`src/rtl/return_addr_stack.sv`:
```
// Return-address stack for the ID stage: push on call, registered top-of-stack for return targets.
// Define RAS_WRAP_EN to accept a push while full as a circular overwrite of the oldest entry.
module return_addr_stack #(
  parameter int DATA_W = 32,
  parameter int DEPTH  = 16,
  localparam int PTR_W = $clog2(DEPTH)
) (
  input  logic              clk,
  input  logic              rst,
  input  logic              hold,
  input  logic              flush,
  input  logic              push,
  input  logic              pop,
  input  logic [DATA_W-1:0] data_in,
  output logic [DATA_W-1:0] top,
  output logic [PTR_W:0]    count,
  output logic              empty,
  output logic              full,
  output logic              overflow,
  underflow
);

  localparam int CNT_W = PTR_W + 1;
  localparam logic [CNT_W-1:0] FULL_CNT = CNT_W'(DEPTH);
  localparam logic [CNT_W-1:0] CNT_ONE  = CNT_W'(1);
  localparam logic [PTR_W-1:0] PTR_ONE  = PTR_W'(1);
  localparam logic [PTR_W-1:0] PTR_TWO  = PTR_W'(2);

  // push/pop are single-cycle commands sampled on every posedge without hold/flush;
  // there is no ready: an impossible request is reported by the overflow/underflow pulses.

  logic [DATA_W-1:0] mem [DEPTH];
  logic [PTR_W-1:0]  sp, sp_n;
  logic [CNT_W-1:0]  count_n;
  logic [DATA_W-1:0] top_n;
  logic              ovf_n, unf_n;
  logic              we;
  logic [PTR_W-1:0]  wr_idx;
  logic [PTR_W-1:0]  rd_idx;

  assign empty = (count == '0);
  assign full  = (count == FULL_CNT);
  assign rd_idx = sp - PTR_TWO;

  always_comb begin
    sp_n    = sp;
    count_n = count;
    top_n   = top;
    ovf_n   = 1'b0;
    unf_n   = 1'b0;
    we      = 1'b0;
    wr_idx  = sp;
    if (push && pop && !empty) begin
      // Replace: the return is consumed and the new call lands in the same slot.
      we     = 1'b1;
      wr_idx = sp - PTR_ONE;
      top_n  = data_in;
    end else if (push) begin
      if (!full) begin
        we      = 1'b1;
        sp_n    = sp + PTR_ONE;
        count_n = count + CNT_ONE;
        top_n   = data_in;
      end else begin
        ovf_n = 1'b1;
`ifdef RAS_WRAP_EN
        we    = 1'b1;
        sp_n  = sp + PTR_ONE;
        top_n = data_in;
`endif
      end
    end else if (pop) begin
      if (empty) begin
        unf_n = 1'b1;
      end else begin
        sp_n    = sp - PTR_ONE;
        count_n = count - CNT_ONE;
        top_n   = (count == CNT_ONE) ? '0 : mem[rd_idx];
      end
    end
  end

  always_ff @(posedge clk or posedge rst) begin
    if (rst) begin
      sp        <= '0;
      count     <= '0;
      top       <= '0;
      overflow  <= 1'b0;
      underflow <= 1'b0;
    end else if (flush) begin
      sp        <= '0;
      count     <= '0;
      top       <= '0;
      overflow  <= 1'b0;
      underflow <= 1'b0;
    end else if (!hold) begin
      sp        <= sp_n;
      count     <= count_n;
      top       <= top_n;
      overflow  <= ovf_n;
      underflow <= unf_n;
    end
  end

  // Storage is intentionally not reset; count/sp define which entries are meaningful.
  always_ff @(posedge clk) begin
    if (!rst && !flush && !hold && we) mem[wr_idx] <= data_in;
  end

endmodule
```
`config.mk`:
```
export PLATFORM = sky130hd
export DESIGN_NAME = return_addr_stack
export DESIGN_NICKNAME = d
export VERILOG_FILES = /design/src/rtl/return_addr_stack.sv
export SDC_FILE = /design/constraint.sdc
export NUM_CORES = 1
export LEC_CHECK = 0
export ABC_AREA = 1
export CORE_ASPECT_RATIO = 1.1
export CORE_MARGIN = 2
export CORE_UTILIZATION = 25
export CTS_CLUSTER_DIAMETER = 50
export DETAILED_ROUTE_END_ITERATION = 10
export GPL_ROUTABILITY_DRIVEN = 0
export SYNTH_ARGS = -nofsm -noshare
export SYNTH_HDL_FRONTEND = slang
export SYNTH_SLANG_ARGS = --single-unit
```
`constraint.sdc`:
```
create_clock -name clk -period 6 [get_ports clk]
set_clock_uncertainty 0.05 [all_clocks]
set_input_delay 0.6 -clock clk [delete_from_list [all_inputs] [get_ports clk]]
set_output_delay 0.6 -clock clk [all_outputs]
set_load 0.02 [all_outputs]
```
==> metrics.txt, run 1 <==
Seq cells post-synth=555; Area Growth Syn to Fin=17.12%; die height=around 320 microns; slowest CP cell=nor2_4; cells after synthesis=2,071; Hold Fails Final Rpt=0; HPWL Detailed=around 35 mm; critical path, cell by cell=inv_8, ha_1, xnor2_1, inv_1, o21ai_1, nand3_1, nor2_4, buf_4; Critical Path AT=4.03 ns; compound-gate portion of the synthesized area=0.4896%; Initial Util=approximately a quarter; CORE AREA=91,150 sq um; H-tree Lvls=2; DR pass1 iterations=5; Netlist cell types=30; mux cell area share after synthesis=0%; RSZ-0062 raised after global routing=false; setup TNS=0 ns; vias in the first global route=15,070; GRT overflow=0; drt drc=0; port buffer count=78; die area=94,450 sq um; cts bufs inserted=55; Max Cap Violations=0; Max Clk Rate=approximately 260 MHz; Final setup viols=0; Post-Synth Simple-Gate Area=24.17%; synthesized area per cell=about 11 sq um; min-delay worst type=reg2reg; ys flop type=edfxtp_1; worst slew pin tran=1.410 ns; Buf/Inv on CP=3; fin cells=3,339; static leakage power=0.009902 uW; # Post-CTS Setup Buffers=0; Worst-path clk slew=around 0.060 ns; synth warn=0; first-pass GRT wire length=approximately 95 mm; Post-DRT Antenna Nets=0; CTS tree=done; Synth Area in XOR/XNOR=0.5277%; Iteration-0 DRC Markers=1,345; period utilization=63.06%; EDFF count, synth=512; Worst Setup Start Kind=flip-flop; crit-path leading delay family=simple AND/OR/NAND/NOR gates; DR WL/cell=18.56 microns; total I/O pin count=between 70 and 80; Final #Nets=2,159; post-CTS sizing=0; maximum VDD drop=239.3 uV; Crit path required time=approximately 6.3 ns; asr flop ratio synth=7.748%; Hold Slack=0.4319 ns; Final Power=between 10,000 and 15,000 uW; critical path class=reg2reg; largest net degree at the start of global routing=226; GRT Overall Usage=13.10%; Root Driver=clkbuf_16; routed via count=between 15,000 and 20,000; Max stage delay on crit path=0.84 ns; initial antenna violation count=7; status=finished clean; vias per inst=4.536; Slew HR=~6%; die width=slightly below 300 microns; largest family of logic cells by synthesized area=simple AND/OR/NAND/NOR gates; Routed WL=61.96 mm; top cells by area, synth=edfxtp_1 (67%), nand2_1 (15%), nand3_1 (8.7%); Clk Latency, worst-skew pair=0.62 ns; # rows=~120; area leader, netlist=edfxtp_1; share of the synthesized area in the top cell type=66.84%; Power Density=roughly 410 nW/um^2; CTS sink cnt=555; share of cells above drive strength 1=6.997%; Placed Instances=3,235; CP Capture Type=flip-flop; count of pins over their slew limit=0; Max clock buf depth=3; Mapped Nets=2,118; Synth Cell Area=23,000 sq um; hold buffers post-CTS=0; Post-Synth Adder-Cell Area=0.4896%; crit path max fanout=89; Seq/Total Area, Yosys=71.52%; min Tclk post-route=~3.8 ns
==> path summary, 6_finish.rpt <==
kind	startpoint	endpoint	slack (ns)	depth (start not counted)
max in group asynchronous	rst	sp[0]	4.79	3
worst max register to register	sp[0]	mem[11][2]	2.22	8
worst min register to register	top[22]	top[22]	0.43	2
min in group asynchronous	rst	sp[2]	0.53	3
worst min-delay path	top[22]	top[22]	0.43	2
worst max-delay path	sp[0]	mem[11][2]	2.22	8
==> sequential cells by signal, summed over array words and instances (netlist names) <==
| register | flops |
|---|---|
| top | 32 |
| sp | 4 |
| overflow | 1 |
| count | 5 |
| underflow | 1 |
| mem | 512 |
==> metrics by stage <==
| step | setup WS [ns] | util (%) | area (sq um) |
|---|---|---|---|
| 5_1_grt | 1.949 | 29.55 | 26940 |
| 2_1_floorplan | 1.989 | - | 23000 |
| 6_report | 2.216 | 29.55 | 26940 |
| 3_3_place_gp | 2.202 | 27.51 | 25070 |
| 3_5_place_dp | 2.183 | 27.51 | 25070 |
| 4_1_cts | 2.181 | 29.55 | 26940 |
==> power by group <==
part	total [uW]	internal, uW	switching (uW)
logic	2910	850	2060
clock network	3570	2060	1500
registers	4440	4350	96.7
==> worst register-to-register path, delay by kind of cell (launching register included) <==
family | cells | cell delay, ns
AOI/OAI and AO/OA | 1 | 0.28
xor gates and xnor gates | 1 | 0.15
adders and majority gates | 1 | 0.29
buffers and inverters | 3 | 0.94
DFF | 1 | 0.69
and+or+nand+nor | 2 | 1.08
==> cell type report <==
cell class | instances | area [sq um]
fillers | 9232 | 64210
flip-flops and latches | 555 | 16460
multi-input cells | 1372 | 6051
clock buffers | 79 | 1546
well taps | 1180 | 1476
repair buffers | 105 | 991.0
clock inverters | 24 | 316.6
inverters | 23 | 96.34
diodes | 1 | 2.502
==> placed cells by master, fill, tap and decap left out, types with 2 or more instances in the layout <==
cell             instances
xnor2_1                  7
ha_1                     8
clkbuf_16               55
bufinv_16                6
nand2_2                  2
clkinvlp_4               5
clkbuf_1                16
inv_1                   16
nor2_1                   6
inv_6                    3
clkinv_1                 4
nand3_1                401
clkdlybuf4s50_1         77
dfrtp_4                  2
clkbuf_8                 8
inv_2                    4
nand3_2                  2
clkinv_2                 3
nor3_1                   2
nor2_4                  19
nand2_1                898
xor2_1                   5
buf_4                   26
nand4_1                  3
dfrtp_1                 41
o21ai_0                  9
clkinv_4                 3
edfxtp_1               512
==> metal layers <==
layer | part of all wire [%] | GRT usage [%] | vias up
met5 | 0.087 | 0 | -
met4 | 2.0 | 3.730 | 10
met3 | 6.4 | 2.615 | 90
met2 | 49 | 22.20 | 429
met1 | 43 | 16.99 | 7437
li1 | - | - | 7181
==> cell families after synthesis <==
family | count (synthesis)
simple gates | 1334
buf+inv | 144
compound gates | 16
flops | 555
xor+xnor | 13
fa+ha+maj | 9
==> Yosys cell counts, types with 4 or more instances <==
cell type / n
buf_4: 8
xor2_1: 5
dfrtp_1: 43
xnor2_1: 7
edfxtp_1: 512
inv_1: 18
nand3_1: 401
inv_2: 4
nor2_1: 23
buf_2: 59
buf_1: 15
nand2_1: 898
ha_1: 9
clkbuf_1: 39
o21ai_0: 9
Note: power is estimated with default switching activity, not from simulation.
==> run 2, diff against run 1 <==
==> constraint.sdc (replaced) <==
create_clock -name clk -period 3.4 [get_ports clk]
set_clock_uncertainty 0.05 [all_clocks]
set_input_delay 0.34 -clock clk [delete_from_list [all_inputs] [get_ports clk]]
set_output_delay 0.34 -clock clk [all_outputs]
set_load 0.02 [all_outputs]
==> metrics.txt, run 2 (synthesis gave the netlist of run 1 again) <==
Power Density=710.1 nW/um^2 (was 405.3 nW/um^2); CORE AREA=91,150 sq um (unchanged); maximum VDD drop=426.5 uV (was 239.3 uV); die height=322.1 microns (unchanged); Finished Core Util=29.77% (was 29.55%); critical path class=reg2reg (unchanged); Slew HR=30.92% (was 6.025%); first-pass GRT wire length=94.61 mm (was 94.51 mm); Worst Setup Start Kind=flip-flop (unchanged); HPWL Detailed=37.60 mm (was 35.03 mm); Sw Share=34.30% (was 33.50%); min-delay worst type=in2reg (was reg2reg); worst slew pin tran=1.033 ns (was 1.410 ns); CP Capture Type=flip-flop (unchanged); ant diodes=0 (was 1); initial antenna violation count=6 (was 7); power share of the clock group=31.4% (was 32.7%); DR pass1 iterations=5 (unchanged); Initial Util=25.23% (unchanged); Regs by FF count=mem x512, top x32, count x5 (unchanged); leading cell type in the layout, fill and taps excluded=nand2_1 (unchanged); RSZ-0062 raised after global routing=false (unchanged); # Post-CTS Setup Buffers=0 (unchanged); GRT Overall Usage=13.25% (was 13.10%); Routed WL=63.05 mm (was 61.96 mm); CTS tree=done (unchanged); die width=293.2 microns (unchanged); status=finished clean (unchanged); Area Growth Syn to Fin=17.98% (was 17.12%); vias per inst=4.542 (was 4.536); Final setup viols=0 (unchanged); total I/O pin count=79 (unchanged); H-tree Lvls=2 (unchanged); commonest cells after routing, fill and taps aside=nand2_1 (898), edfxtp_1 (512), nand3_1 (401), clkdlybuf4s50_1 (77), clkbuf_16 (55) (unchanged); Worst-path clk slew=0.06 ns (about the same); Comb pwr share=28.1% (was 26.6%); GRT overflow=0 (unchanged); count of pins over their slew limit=0 (unchanged); Clk Latency, worst-skew pair=0.63 ns (was 0.62 ns); crit path max fanout=17 (was 89); Final Power=19,270 uW (was 10,920 uW); Iteration-0 DRC Markers=1,427 (was 1,345); post-CTS sizing=0 (unchanged); Reg power frac=40.5% (was 40.7%); max reg flops=512 (unchanged); vias in the first global route=14,780 (was 15,070); Post-DRT Antenna Nets=0 (unchanged); largest net degree at the start of global routing=178 (was 226); Reg area=16,460 sq um (unchanged); Crit. Startpoint=count[0] (was sp[0]); CTS sink cnt=555 (unchanged); port buffer count=78 (unchanged); Max Clk Rate=356.0 MHz (was 264.3 MHz); Pint=12,660 uW (was 7260 uW); die area=94,450 sq um (unchanged); Crit path required time=3.65 ns (was 6.25 ns); Max Cap Violations=0 (unchanged); cts bufs inserted=55 (unchanged); drt drc=0 (unchanged); static leakage power=0.01003 uW (was 0.009902 uW); DR WL/cell=18.79 microns (was 18.56 microns); P_sw=6610 uW (was 3657 uW); Critical Path AT=3.05 ns (was 4.03 ns); Worst R2R Start=count[0] (was sp[0]); Root Driver=clkbuf_16 (unchanged); Max clock buf depth=3 (unchanged); Multi-input gate area=6061 sq um (was 6051 sq um); FILL cells=9,277 (was 9,232); routed via count=15,240 (was 15,150); hold buffers post-CTS=0 (unchanged); Hold Crit Start=push (was top[22]); Final #Nets=2,177 (was 2,159); Hold Fails Final Rpt=0 (unchanged); Top reg by flops=mem (unchanged); min Tclk post-route=2.809 ns (was 3.784 ns); # rows=116 (unchanged); share of cells above drive strength 1=7.678% (was 6.997%); period utilization=82.61% (was 63.06%)
==> run 2: layer usage <==
layer	global-route usage [%]	share of wire [%]
met1	17.45	42
met2	22.34	49
met3	2.125	6.2
met4	4.150	2.5
met5	0	0.090
==> run 2: layout make-up <==
| type | instances | share of cell area (%) |
|---|---|---|
| tap | 1180 | 5.441 |
| clock buffer | 67 | 5.275 |
| multi-input combinational | 1372 | 22.33 |
| inverter | 23 | 0.3550 |
| clock inverter | 35 | 1.337 |
| timing repair buffer | 123 | 4.611 |
| sequential | 555 | 60.65 |
==> run 2: stage by stage <==
stage / instance area (sq um) / std cells / setup TNS, ns / hold slack [ns] / setup WS [ns]
after floorplan: 23020 / 2071 / -89.97 / 0.3889 / -0.3514
after global placement: 25340 / 3253 / 0 / 0.4150 / 0.5031
after detailed placement: 25340 / 3253 / 0 / 0.4144 / 0.4399
after CTS: 27140 / 3355 / 0 / 0.1639 / 0.5711
after global routing: 27140 / 3355 / 0 / 0.1968 / 0.3838
final: 27140 / 3355 / 0 / 0.1965 / 0.5914
==> run 2: critical path, stage by stage (launching register included) <==
cell	delay, ns
dfrtp_1	0.43
inv_1	0.11
ha_1	0.24
nand3_2	0.11
nand2_2	0.06
inv_2	0.11
nand2_4	0.12
a21oi_4	0.28
nand3_1	0.43
nor2_4	0.25
buf_4	0.31
==> run 2: worst paths after layout <==
path,endpoint,slack [ns],depth (start not counted)
setup / recovery,mem[6][30],0.59,10
hold / removal,sp[1],0.20,4
setup reg to reg,mem[6][30],0.59,10
hold reg to reg,top[4],0.43,2
max in group asynchronous,sp[0],2.50,3
min in group asynchronous,top[20],0.25,3
==> run 2: power by group through the flow <==
stage | Combinational [uW] | Clock [uW] | Sequential (uW)
5_1_grt | 5940 | 6430 | 7830
2_1_floorplan | 3150 | 0 | 8060
4_1_cts | 5490 | 6180 | 7800
6_report | 5420 | 6050 | 7800
3_3_place_gp | 5430 | 0 | 7940
3_5_place_dp | 5470 | 0 | 7940
==> run 3, diff against run 2 <==
==> constraint.sdc (replaced) <==
create_clock -name clk -period 2.6 [get_ports clk]
set_clock_uncertainty 0.05 [all_clocks]
set_input_delay 0.26 -clock clk [delete_from_list [all_inputs] [get_ports clk]]
set_output_delay 0.26 -clock clk [all_outputs]
set_load 0.02 [all_outputs]
==> metrics.txt, run 3 (synthesis gave the netlist of run 1 again) <==
Clk Latency, worst-skew pair=0.63 ns (about the same); Slew HR=43.35% (was 30.92%); pre-CTS WS=0.07285 ns (was 0.4399 ns); min-delay worst type=in2reg (unchanged); worst slew pin tran=0.8470 ns (was 1.033 ns); first-pass GRT wire length=93.45 mm (was 94.61 mm); Root Driver=clkbuf_16 (unchanged); Iteration-0 DRC Markers=1,348 (was 1,427); commonest cells after routing, fill and taps aside=nand2_1 (895), edfxtp_1 (512), nand3_1 (395), clkdlybuf4s50_1 (75), clkbuf_16 (64) (was nand2_1 (898), edfxtp_1 (512), nand3_1 (401), clkdlybuf4s50_1 (77), clkbuf_16 (55)); maximum VDD drop=533.5 uV (was 426.5 uV); Area Growth Syn to Fin=21.35% (was 17.98%); Initial Util=25.23% (unchanged); Max clock buf depth=3 (unchanged); GRT Overall Usage=13.03% (was 13.25%); Final setup viols=0 (unchanged); DR pass1 iterations=5 (unchanged); count of pins over their slew limit=0 (unchanged); die area=94,450 sq um (unchanged); period utilization=93.97% (was 82.61%); RSZ-0062 raised after global routing=false (unchanged); Crit path required time=2.87 ns (was 3.65 ns); GRT overflow=0 (unchanged); leading cell type in the layout, fill and taps excluded=nand2_1 (unchanged); drt drc=0 (unchanged); Regs by FF count=mem x512, top x32, count x5 (unchanged); Worst R2R Start=count[1] (was count[0]); CTS sink cnt=555 (unchanged); Critical Path AT=2.72 ns (was 3.05 ns); HPWL Detailed=37.41 mm (was 37.60 mm); status=finished clean (unchanged); Post-DRT Antenna Nets=0 (unchanged); ant diodes=0 (unchanged); Worst-path clk slew=0.06 ns (about the same); Final Power=25,570 uW (was 19,270 uW); Hold Fails Final Rpt=0 (unchanged); Max Clk Rate=409.3 MHz (was 356.0 MHz); Routed WL=62.53 mm (was 63.05 mm); CORE AREA=91,150 sq um (unchanged); routed via count=15,340 (was 15,240); max reg flops=512 (unchanged); Max Cap Violations=0 (unchanged); CTS tree=done (unchanged); largest net degree at the start of global routing=131 (was 178); Hold Crit Start=push (unchanged); port buffer count=78 (unchanged); Power Density=916.2 nW/um^2 (was 710.1 nW/um^2); DR WL/cell=18.34 microns (was 18.79 microns); Setup WS post-layout=0.1567 ns (was 0.5914 ns); initial antenna violation count=4 (was 6); cts bufs inserted=61 (was 55); CP Capture Type=flip-flop (unchanged); crit path max fanout=8 (was 17); Top reg by flops=mem (unchanged); vias per inst=4.501 (was 4.542); Crit. Startpoint=count[1] (was count[0]); share of cells above drive strength 1=10.09% (was 7.678%); Final #Nets=2,224 (was 2,177); # rows=116 (unchanged); static leakage power=0.01035 uW (was 0.01003 uW); min Tclk post-route=2.443 ns (was 2.809 ns); total I/O pin count=79 (unchanged); hold buffers post-CTS=0 (unchanged); critical path class=reg2reg (unchanged); die height=322.1 microns (unchanged); H-tree Lvls=2 (unchanged); vias in the first global route=14,730 (was 14,780); Worst Setup Start Kind=flip-flop (unchanged); die width=293.2 microns (unchanged)
run 3: changes by cell type in the layout (fill, tap and decap cells not counted), sizes merged:
cell	before	now
clkdlybuf4s50	77	75
clkinv	23	15
bufinv	5	2
buf	46	84
clkinvlp	2	3
clkbuf	67	93
dlymetal6s2s	0	1
dlygate4sd2	0	1
run 3: per-stage QoR:
step	hold WS [ns]	TNS (ns)	util (%)	area, sq um	std cells
floorplan	0.2121	-6.101	-	23210	2071
global placement	0.4117	0	28.40	25890	3289
detailed placement	0.4143	0	28.40	25890	3289
CTS	0.1455	0	30.49	27790	3404
global route	0.1908	0	30.62	27910	3409
finish	0.1859	0	30.62	27910	3409
run 3: critical path, cell delays in order (launching register included):
cell,delay (ns)
dfrtp_2,0.39
inv_1,0.09
ha_1,0.22
nand3_2,0.11
nand2_2,0.06
inv_2,0.07
nand2_4,0.11
a21oi_4,0.38
nand3_2,0.19
nor2_4,0.14
buf_12,0.14
clkbuf_16,0.17
run 3: final timing paths:
check / cells after the start / end / slack (ns)
worst min-delay path: 4 / count[1] / 0.19
max in group asynchronous: 3 / sp[1] / 1.72
worst max-delay path: 11 / mem[2][10] / 0.16
worst min register to register: 2 / top[29] / 0.42
min in group asynchronous: 3 / top[14] / 0.22
worst max register to register: 11 / mem[2][10] / 0.16
run 3: power by group:
group          internal [uW]  total [uW]  switching [uW]
Clock                   4670        8210            3540
Combinational           2200        7180            4980
Sequential             10000       10200             145
Total                  16900       25600            8670
run 3: what timing repair did:
item / CTS / global route
setup buffers: 0 / 1
endpoints found under the setup margin: 1 / 296
pin swaps: 0 / 2
resized for setup: 1 / 5
hold endpoints to repair: 0 / 0
cloned: 0 / 4
run 3: layer usage:
metal / track usage [%] / vias to the layer above / routed length, microns
met5: 0 / - / 42
met4: 4.150 / 8 / 1679
met3: 2.291 / 107 / 3491
met2: 22.13 / 400 / 31030
met1: 16.86 / 7502 / 26280
li1: - / 7326 / -
run 3: area by class of cell:
| type | instances | area (sq um) |
|---|---|---|
| inverter | 23 | 100.1 |
| sequential | 555 | 16460 |
| clock buffer | 90 | 1665 |
| tap | 1180 | 1476 |
| multi-input combinational | 1372 | 6125 |
| fill | 9165 | 63240 |
| timing repair buffer | 164 | 1846 |
| clock inverter | 25 | 239.0 |
